File: config.mk
export PLATFORM = sky130hd
export DESIGN_NAME = camera_frame_capture
export DESIGN_NICKNAME = d
export VERILOG_FILES = /design/src/rtl/camera_frame_capture.sv
export SDC_FILE = /design/constraint.sdc
export NUM_CORES = 1
export LEC_CHECK = 0
export CAP_MARGIN = 10
export CORE_UTILIZATION = 48
export DETAILED_ROUTE_END_ITERATION = 8
export PLACE_DENSITY = 0.8
export SETUP_SLACK_MARGIN = 0.4
export SYNTH_ARGS = -nofsm -noshare
export SYNTH_HDL_FRONTEND = slang
export SYNTH_SLANG_ARGS = --single-unit
export TNS_END_PERCENT = 20
File: constraint.sdc
create_clock -name CLK -period 2.9 [get_ports CLK]
set_input_delay 0.58 -clock CLK [delete_from_list [all_inputs] [get_ports CLK]]
set_output_delay 0.58 -clock CLK [all_outputs]
set_load 0.01 [all_outputs]
File: src/rtl/camera_frame_capture.sv
// OV7670 capture front end: packs RGB565 byte pairs into RGB332 pixels and
// issues one linear-address buffer write per kept pixel, clipped to WIDTH x HEIGHT.
module camera_frame_capture #(
   parameter int WIDTH  = 176,
   parameter int HEIGHT = 144,
   parameter int ADDR_W = 15
) (
   input  logic              CLK,
   input  logic              RESET,
   input  logic [7:0]        CAM_DATA,
   input  logic              CAM_HREF,
   input  logic              CAM_VSYNC,
   output logic [7:0]        PIXEL_OUT,
   output logic [ADDR_W-1:0] WRITE_ADDR,
   output logic              WRITE_EN,
   output logic [8:0]        X_ADDR,
   output logic [8:0]        Y_ADDR,
   output logic              FRAME_DONE,
   output logic              ODD_BYTE_ERR
);

   localparam logic [8:0]  X_MAX   = 9'(WIDTH);
   localparam logic [8:0]  Y_MAX   = 9'(HEIGHT);
   localparam logic [31:0] WIDTH_U = 32'(WIDTH);

   typedef enum logic [1:0] {
      WAIT_FRAME,
      LINE_IDLE,
      BYTE_HI,
      BYTE_LO
   } state_t;

   state_t            state_q, state_d;
   logic [8:0]        x_q, x_d;
   logic [8:0]        y_q, y_d;
   logic [7:0]        hi_q, hi_d;
   logic [7:0]        pix_q, pix_d;
   logic [ADDR_W-1:0] addr_q, addr_d;
   logic              we_q, we_d;
   logic              fd_q, fd_d;
   logic              odd_q, odd_d;
   logic              vsync_prev_q;
   logic              eol;

   function automatic logic [7:0] rgb565_to_332(input logic [7:0] hi, input logic [7:0] lo);
      return {hi[7:5], hi[2:0], lo[4:3]};
   endfunction

   function automatic logic [ADDR_W-1:0] lin_addr(input logic [8:0] y, input logic [8:0] x);
      return ADDR_W'(32'(y) * WIDTH_U + 32'(x));
   endfunction

   always_ff @(posedge CLK or posedge RESET) begin
      if (RESET) begin
         state_q      <= WAIT_FRAME;
         x_q          <= '0;
         y_q          <= '0;
         hi_q         <= '0;
         pix_q        <= '0;
         addr_q       <= '0;
         we_q         <= 1'b0;
         fd_q         <= 1'b0;
         odd_q        <= 1'b0;
         vsync_prev_q <= 1'b1;
      end else begin
         state_q      <= state_d;
         x_q          <= x_d;
         y_q          <= y_d;
         hi_q         <= hi_d;
         pix_q        <= pix_d;
         addr_q       <= addr_d;
         we_q         <= we_d;
         fd_q         <= fd_d;
         odd_q        <= odd_d;
         vsync_prev_q <= CAM_VSYNC;
      end
   end

   always_comb begin
      state_d = state_q;
      x_d     = x_q;
      y_d     = y_q;
      hi_d    = hi_q;
      pix_d   = pix_q;
      addr_d  = addr_q;
      we_d    = 1'b0;
      fd_d    = 1'b0;
      odd_d   = 1'b0;
      eol     = 1'b0;

      // Column advances while the write strobe is out, so the strobe sees pre-increment X.
      if (we_q && (x_q < X_MAX)) begin
         x_d = x_q + 9'd1;
      end

      if (state_q == WAIT_FRAME) begin
         if (vsync_prev_q && !CAM_VSYNC) begin
            state_d = LINE_IDLE;
         end
      end else if (CAM_VSYNC) begin
         // Blanking overrides any line activity; a half pixel is silently dropped.
         state_d = WAIT_FRAME;
         x_d     = '0;
         y_d     = '0;
         hi_d    = '0;
         fd_d    = !vsync_prev_q;
      end else begin
         case (state_q)
            LINE_IDLE: begin
               if (CAM_HREF) begin
                  hi_d    = CAM_DATA;
                  state_d = BYTE_LO;
               end
            end
            BYTE_LO: begin
               if (CAM_HREF) begin
                  pix_d   = rgb565_to_332(hi_q, CAM_DATA);
                  addr_d  = lin_addr(y_q, x_q);
                  we_d    = (x_q < X_MAX) && (y_q < Y_MAX);
                  state_d = BYTE_HI;
               end else begin
                  odd_d = 1'b1;
                  eol   = 1'b1;
               end
            end
            BYTE_HI: begin
               if (CAM_HREF) begin
                  hi_d    = CAM_DATA;
                  state_d = BYTE_LO;
               end else begin
                  eol = 1'b1;
               end
            end
            default: begin
               state_d = WAIT_FRAME;
            end
         endcase

         if (eol) begin
            x_d     = '0;
            y_d     = (y_q < Y_MAX) ? y_q + 9'd1 : y_q;
            state_d = LINE_IDLE;
         end
      end
   end

   assign PIXEL_OUT    = pix_q;
   assign WRITE_ADDR   = addr_q;
   assign WRITE_EN     = we_q;
   assign X_ADDR       = x_q;
   assign Y_ADDR       = y_q;
   assign FRAME_DONE   = fd_q;
   assign ODD_BYTE_ERR = odd_q;

endmodule
Yosys cells after proc, flatten, opt, wreduce, memory -nomap -nowiden
Index checks and enable logic that the tools add are counted.
{"block": "word_totals", "ff_bits": 55, "in_bits": 12}
{"block": "op_classes", "n_addsub": 3, "n_mul": 1, "n_lt_le_gt_ge": 2, "n_eq_ne": 6, "n_mux": 30, "bitwise_logic": 2, "reduce_logical": 16}
{"op": "$mux W9", "n": 7}
{"op": "$mux W8", "n": 3}
{"op": "$add A9 B1 Y9 const B", "n": 2}
{"op": "$lt A9 B8 Y1 const B", "n": 2}
{"op": "$add A15 B9 Y15", "n": 1}
{"op": "$mux W1", "n": 13}
{"op": "$mux W2", "n": 6}
{"op": "$mul A9 B4 Y11 const B", "n": 1}
{"op": "$reduce_and A3 Y1", "n": 3}
{"op": "$reduce_bool A2 Y1", "n": 4}
{"op": "$ne A5 B1 Y1 const B", "n": 1}
{"op": "$ne A5 B5 Y1 const B", "n": 1}
{"op": "$eq A2 B2 Y1 const B", "n": 2}
{"op": "$pmux W2 S2", "n": 1}
{"op": "$reduce_and A4 Y1", "n": 1}
{"op": "$reduce_or A2 Y1", "n": 2}
{"op": "$logic_and A1 B1 Y1", "n": 3}
{"op": "$eq A2 B1 Y1 const B", "n": 1}
{"op": "$logic_not A1 Y1", "n": 2}
{"op": "$logic_not A2 Y1", "n": 1}
{"op": "$ne A2 B1 Y1 const B", "n": 1}
{"op": "$not A1 Y1", "n": 2}

Depth between registers and ports, before layout
Gate-level depths: netlist of the first run.
{"block": "logic_depth", "word_depth": 8, "ltp_mapped": 12, "depth_no_buf": 12}

Least setup slack after synthesis of the first run
Ideal clock, no wire load.
{"block": "synth_path", "path_kind": "register to register", "startpoint": "register y_q[3] (netlist: Y_ADDR[3])", "endpoint": "register addr_q[14] (netlist: WRITE_ADDR[14])", "setup_ns": 0.082, "arrival_time_ns": 3.187, "setup_slack_ns": -0.369, "path_stages_with_launch": 12, "n_path_buf": 0, "cell_sequence": "dfrtp_1 -> ha_1 -> fa_1 -> ha_1 -> xnor2_1 -> ha_1 -> o21a_1 -> a21oi_1 -> nor3_2 -> nand3_1 -> or4_1 -> a31oi_1"}
{"block": "synth_via", "elab_chain_len": 2}
{"item": "start, declared", "line": "35", "rtl": "logic [8:0] y_q, y_d;"}
{"item": "start signal, assigned", "line": "68", "rtl": "y_q <= y_d;"}
{"item": "$mul A9 B4 Y11", "line": "50", "rtl": "return ADDR_W'(32'(y) * WIDTH_U + 32'(x));"}
{"item": "$add A15 B9 Y15", "line": "50"}
{"item": "end signal, assigned", "line": "71", "rtl": "addr_q <= addr_d;"}
{"item": "end, declared", "line": "38", "rtl": "logic [ADDR_W-1:0] addr_q, addr_d;"}
No other way between the ends.
A chain may end at the register's enable or synchronous reset.

Worst setup path after layout of the first run
{"block": "layout_path", "startpoint": "register y_q[2] (netlist: Y_ADDR[2])", "endpoint": "register addr_q[14] (netlist: WRITE_ADDR[14])"}
The elaborated chain is that of the path after synthesis.

==> results of run 1 <==
-- metrics by stage --
| stage | hold WS, ns | setup WS [ns] | instance area, um2 | total power, mW | util (%) |
|---|---|---|---|---|---|
| 6_report | 0.4808 | -0.2109 | 4446 | 2.079 | 69.22 |
| 5_1_grt | 0.5118 | -0.3356 | 4446 | 2.200 | 69.22 |
| 4_1_cts | 0.4859 | -0.1683 | 4437 | 2.085 | 69.08 |
| 3_5_place_dp | 0.4617 | -0.2456 | 4250 | 1.633 | 66.18 |
| 3_3_place_gp | 0.4592 | -0.1405 | 4250 | 1.597 | 66.18 |
| 2_1_floorplan | 0.4396 | -0.1692 | 3283 | 1.331 | - |
-- path summary, 6_finish.rpt --
check	to	slack (ns)
max	WRITE_ADDR[14]	-0.21
max reg2reg	WRITE_ADDR[14]	-0.21
max in group asynchronous	WRITE_ADDR[12]	1.71
min reg2reg	PIXEL_OUT[5]	0.48
min	PIXEL_OUT[5]	0.48
min in group asynchronous	hi_q[1]	0.64
-- sequential cells by signal (all words and copies together), names as in the netlist --
register	flops
WRITE_ADDR	15
X_ADDR	9
Y_ADDR	9
PIXEL_OUT	8
hi_q	6
state_q	2
FRAME_DONE	1
ODD_BYTE_ERR	1
WRITE_EN	1
vsync_prev_q	1
-- cell type report --
type	count	share of cell area (%)
Timing Repair Buffer	103	20.77
Clock buffer	6	1.858
Tap cell	77	2.167
Clock inverter	2	0.3659
Inverter	30	2.533
Multi-Input combinational cell	248	42.30
Sequential cell	53	30.00
-- worst max-delay path, delay by kind of cell, from the launching register on --
family	cells	cell delay [ns]
fa+ha+maj	3	1.06
simple gates	2	0.65
compound gates	2	0.48
flops	1	0.47
buf+inv	3	0.22
xor+xnor	1	0.16
-- metal layers --
metal  up-vias  track usage, %  share of wire (%)
met3        18           3.660                3.6
met1      1309           31.31                 44
met4         0           8.621                2.4
met2        64           40.54                 50
li1       1359               -                  -
met5         -               0                  0
-- power by group through the flow --
stage | Combinational [mW] | Sequential [mW] | Clock (mW)
after global placement | 0.649 | 0.948 | 0
after global routing | 0.746 | 0.957 | 0.498
after floorplan | 0.346 | 0.986 | 0
final | 0.678 | 0.941 | 0.460
after CTS | 0.681 | 0.940 | 0.463
after detailed placement | 0.677 | 0.956 | 0
-- kinds of logic (layout without fill, tap and decap cells) --
logic type / after synthesis / after routing / synth area share (%)
multiplexers: 1 / 1 / 0.3114
buffers and inverters: 36 / 141 / 4.204
flip-flops: 53 / 53 / 41.30
AND/OR/NAND/NOR: 124 / 124 / 17.67
XOR/XNOR: 24 / 24 / 6.539
AO/OA/AOI/OAI: 64 / 64 / 14.71
adder cells (fa/ha/maj): 35 / 35 / 15.26
-- timing repair --
action | in CTS | in global routing
endpoints found under the setup margin | 6 | 7
buffers inserted | 4 | 0
resized for setup | 12 | 5
pin swaps | 5 | 2
-- placed cells by master, fill, tap and decap left out, drive strengths merged, types with 7 or more instances in the layout --
| cell type | count |
|---|---|
| nand2 | 59 |
| clkdlybuf4s50 | 55 |
| dfrtp | 52 |
| buf | 48 |
| nor2 | 31 |
| inv | 31 |
| ha | 28 |
| o21ai | 14 |
| xnor2 | 13 |
| xor2 | 11 |
| a21oi | 10 |
| nand3 | 9 |
| a21o | 7 |
| fa | 7 |
| nor3 | 7 |
==> results.sh, run 1 <==
export IMPL_outcome="complete, but fails checks"
export IMPL_violations="DRC, setup timing"
export IMPL_peakVddDrop_v=0.0002325
export IMPL_period_minus_slack_ns=3.111
export IMPL_path_common_cell="inv_1"
export IMPL_worstHoldPathType="reg2reg"
export IMPL_antenna_cells=0
export IMPL_synth_flop_cell="dfrtp_1"
export IMPL_ios=56
export IMPL_yosysTopAreaCell="dfrtp_1"
export IMPL_multi_input_area_um2=1881
export IMPL_portBuffers=55
export IMPL_r2r_cells=11
export IMPL_initial_core_util_pct=50.05
export IMPL_dr_pass1_iters=6
export IMPL_power_share_sequential_pct=45.3
export IMPL_wl_per_cell_um=14.88
export IMPL_slew_viol_final=0
export IMPL_rows=29
export IMPL_holdPathStages=2
export IMPL_reg2reg_from="Y_ADDR[2]"
export IMPL_grt_pass1_wl_mm=13.50
export IMPL_power_leakage_nw=2.148
export IMPL_tns_ns=-0.3679
export IMPL_synth_edf_count=0
export IMPL_synth_area_top_cells="dfrtp_1 40%, ha_1 11%, nand2_1 6.9%"
export IMPL_yosys_cell_count_top_type="nand2_1"
export IMPL_switching_share_pct=32.94
export IMPL_worst_slack_ns=-0.2109
export IMPL_dp_hpwl_mm=5.722
export IMPL_cts_tree="done"
export IMPL_clock_sinks=53
export IMPL_cts_root_buf="clkbuf_8"
export IMPL_required_ns=3.14
export IMPL_cts_buffers=5
export IMPL_internal_power_mw=1.394
export IMPL_maxCapViolCount=0
export IMPL_synth_nets=384
export IMPL_cp_max_fo=5
export IMPL_powerDensity_nw_per_um2=467.7
export IMPL_synth_area_per_cell_um2=9.538
export IMPL_synth_distinct_cells=54
export IMPL_ant_nets=0
export IMPL_endpoint_kind="flip-flop"
export IMPL_synth_cells=337
export IMPL_holdBufCountCts=0
export IMPL_clk_path_buf_depth=2
export IMPL_yosys_warnings=0
export IMPL_p_sw_uw=684.9
export IMPL_overflow=0
export IMPL_crit_start="Y_ADDR[2]"
export IMPL_clk_latency_ns=0.31
export IMPL_hold_violations=0
export IMPL_dieHeight_um=83.83
export IMPL_ys_seq_area_share_pct=41.30
export IMPL_synth_seq_cells=53
export IMPL_min_period_over_period_pct=107.3
export IMPL_relSlewSlack_pct=57.25
export IMPL_grt_setup_unrepaired="true"
export IMPL_worstMarginPinSlew_ns=0.6389
export IMPL_die_x_um=83.83
export IMPL_cp_start_kind="flip-flop"
export IMPL_coreArea_um2=6422
export IMPL_route_detailed_drc=6
export IMPL_syn_to_final_growth_pct=38.30
export IMPL_mappedNetlistArea_um2=3214
export IMPL_layoutNonFillerInstCount=519
export IMPL_place_gp_congestion=0.8295
export IMPL_routed_wl_mm=7.722
export IMPL_htree_levels=2
export IMPL_pwr_share_comb_pct=32.6
export IMPL_max_freq_ghz=0.3215
export IMPL_finalClockSkew_ns=0.006102
export IMPL_cp_arrival_ns=3.35
export IMPL_crit_chain="ha_1, inv_1, fa_1, inv_1, ha_4, buf_4, nand4_1, a31o_2, xor2_1, or4_1, a31oi_1"
export IMPL_antenna_found_initial=0
export IMPL_track_usage_pct=23.99
export IMPL_async_reset_ff_share_pct=100.0
export IMPL_yosys_area_top_type_share_pct=40.48
export IMPL_fin_nets=488
export IMPL_slowest_delay_ns=0.52
export IMPL_drt_iter0_drc=152
export IMPL_dieArea_um2=7027
export IMPL_ys_top_cells_by_count="59 x nand2_1, 52 x dfrtp_1, 31 x nor2_1"
export IMPL_routed_via_count=2750
export IMPL_hold_start="PIXEL_OUT[5]"
export IMPL_path_class="reg2reg"
export IMPL_dp_cells=507
export IMPL_cts_clk_slew_worst_paths_ns=0.10
export IMPL_seqCellArea_um2=1334
export IMPL_setup_violations=4
export IMPL_power_frac_clock_pct=22.1
export IMPL_grt_max_degree=29
export IMPL_viasPerCell=5.299
export IMPL_critPathSlowestCell="or4_1"
export IMPL_fillers=466
export IMPL_grt_pass1_vias=2863
export IMPL_drive_gt1_share_pct=19.91
(Power assumes the default switching activity.)
==> inputs of run 2 (changes only) <==
--- a/config.mk
+++ b/config.mk
@@ -12,2 +12,3 @@
 export SETUP_SLACK_MARGIN = 0.4
+export SKIP_LAST_GASP = 1
 export SYNTH_ARGS = -nofsm -noshare
--- a/constraint.sdc
+++ b/constraint.sdc
@@ -3,2 +3,2 @@
 set_output_delay 0.58 -clock CLK [all_outputs]
-set_load 0.01 [all_outputs]
+set_load 0.005 [all_outputs]
==> run 2 against run 1 <==
Against the previous run: the run still ends with DRC, setup timing left; highest routed layer unchanged; critical path depth stayed put; sequential power hardly changed; final cell count is 0.96% lower; hold slack worse by 0.0019 ns; global-route usage is 0.43 points lower; clock skew is 0.0017 ns lower; setup slack better by 0.029 ns; flip-flop and latch count stayed put; register-to-register slack better by 0.03 ns; core utilization is 1.0 points lower; fmax is 0.95% higher; design area is 1.5% lower.
==> results.sh, run 2 (same netlist as run 1, synthesis figures left out) <==
export IMPL_power_frac_clock_pct=22.3
export IMPL_cp_start_kind="flip-flop"
export IMPL_required_ns=3.14
export IMPL_maxCapViolCount=0
export IMPL_p_total_mw=2.036
export IMPL_period_minus_slack_ns=3.082
export IMPL_power_leakage_nw=2.110
export IMPL_antenna_found_initial=0
export IMPL_worst_slack_ns=-0.1815
export IMPL_outcome="complete, but fails checks"
export IMPL_dieArea_um2=7027
export IMPL_slowest_delay_ns=0.52
export IMPL_grt_pass1_vias=2757
export IMPL_routed_via_count=2742
export IMPL_cp_arrival_ns=3.32
export IMPL_antenna_cells=0
export IMPL_route_detailed_drc=5
export IMPL_fin_nets=483
export IMPL_relSlewSlack_pct=54.36
export IMPL_final_common_cell="nand2_1"
export IMPL_hold_violations=0
export IMPL_layoutNonFillerInstCount=514
export IMPL_ant_nets=0
export IMPL_ios=56
export IMPL_dr_pass1_iters=7
export IMPL_worstHoldPathType="reg2reg"
export IMPL_track_usage_pct=23.56
export IMPL_min_period_over_period_pct=106.3
export IMPL_path_class="reg2reg"
export IMPL_grt_pass1_wl_mm=13.21
export IMPL_clk_latency_ns=0.31
export IMPL_cts_buffers=5
export IMPL_critPathSlowestCell="fa_1"
export IMPL_worst_hold_slack_ns=0.4789
export IMPL_pwr_share_comb_pct=31.6
export IMPL_path_common_cell="inv_1"
export IMPL_p_sw_uw=649.7
export IMPL_largest_reg_flops=15
export IMPL_routed_wl_mm=7.593
export IMPL_drive_gt1_share_pct=17.85
export IMPL_coreArea_um2=6422
export IMPL_grt_setup_unrepaired="true"
export IMPL_drt_iter0_drc=129
export IMPL_overflow=0
export IMPL_powerDensity_nw_per_um2=464.9
export IMPL_clk_path_buf_depth=2
export IMPL_portBuffers=55
export IMPL_place_gp_congestion=0.8402
export IMPL_holdBufCountCts=0
export IMPL_dp_hpwl_mm=5.733
export IMPL_fillers=506
export IMPL_worstMarginPinSlew_ns=0.6821
export IMPL_htree_levels=2
export IMPL_viasPerCell=5.335
export IMPL_crit_chain="ha_1, inv_1, fa_1, inv_1, ha_4, buf_4, nand4_1, a31o_2, xor2_1, or4_1, a31oi_1"
export IMPL_violations="DRC, setup timing"
export IMPL_rows=29
export IMPL_wl_per_cell_um=14.77
export IMPL_grt_max_degree=30
export IMPL_cts_root_buf="clkbuf_8"
export IMPL_cts_tree="done"
export IMPL_mostFrequentLayoutCells="59 x nand2_1, 55 x clkdlybuf4s50_1, 48 x dfrtp_1, 42 x buf_4, 31 x nor2_1"
export IMPL_switching_share_pct=31.90
export IMPL_dieHeight_um=83.83
export IMPL_slew_viol_final=0
export IMPL_cp_max_fo=5
export IMPL_power_share_sequential_pct=46.2
export IMPL_setup_violations=4
export IMPL_cts_clk_slew_worst_paths_ns=0.10
export IMPL_peakVddDrop_v=0.0002263
export IMPL_finalClockSkew_ns=0.004416
export IMPL_clock_sinks=53
export IMPL_internal_power_mw=1.387
export IMPL_max_freq_ghz=0.3245
export IMPL_syn_to_final_growth_pct=36.28
export IMPL_die_x_um=83.83
export IMPL_endpoint_kind="flip-flop"
export IMPL_tns_ns=-0.4389
export IMPL_dp_cells=505
export IMPL_initial_core_util_pct=50.05
-- run 2: cell types whose count changed in the layout (fill, tap and decap cells not counted), sizes merged --
| cell | before | now |
|---|---|---|
| buf | 48 | 43 |
-- run 2: critical path, delay by kind of cell (launching register included) --
kind	cells	cell delay, ns
compound gates	2	0.45
simple gates	2	0.63
fa+ha+maj	3	1.08
xor+xnor	1	0.16
flops	1	0.47
buf+inv	3	0.23
-- run 2: final timing paths --
check,start,end,slack [ns],cells after the start
min,PIXEL_OUT[6],PIXEL_OUT[6],0.48,2
min in group asynchronous,RESET,hi_q[6],0.64,2
min reg2reg,PIXEL_OUT[6],PIXEL_OUT[6],0.48,2
max reg2reg,Y_ADDR[2],WRITE_ADDR[14],-0.18,11
max in group asynchronous,RESET,vsync_prev_q,1.64,3
max,Y_ADDR[2],WRITE_ADDR[14],-0.18,11
-- run 2: final cells by class --
class,count,area (um2),share of cell area [%]
inverter,30,112.6,2.571
multi-input combinational,248,1854,42.33
sequential,53,1333,30.42
tap,77,96.34,2.199
clock buffer,6,82.58,1.885
clock inverter,2,16.27,0.3713
timing repair buffer,98,885.9,20.22
-- run 2: through the flow --
stage	worst slack [ns]	util (%)	area (um2)
global route	-0.3428	68.21	4380
detailed placement	-0.2181	65.95	4235
finish	-0.1815	68.21	4380
CTS	-0.1794	68.09	4373
global placement	-0.1158	65.95	4235
floorplan	-0.1340	-	3283
-- run 2: metal layers --
layer	share of wire (%)	GRT usage, %	vias to the layer above
met1	45	31.25	1306
met4	1.6	8.777	0
met2	49	39.49	73
met5	0	0	-
li1	-	-	1349
met3	4.8	2.967	14
-- run 2: power groups by stage --
stage | clock (mW) | sequential [mW] | combinational, mW
final | 0.454 | 0.940 | 0.643
after global routing | 0.495 | 0.957 | 0.712
after global placement | 0 | 0.949 | 0.614
after detailed placement | 0 | 0.953 | 0.642
after floorplan | 0 | 0.956 | 0.349
after CTS | 0.462 | 0.940 | 0.646
-- run 2: repair_timing --
action,in CTS,in global routing
gates cloned,0,0
setup endpoints to repair,7,8
pin swaps,7,2
buffers inserted,0,1
resized for setup,7,0
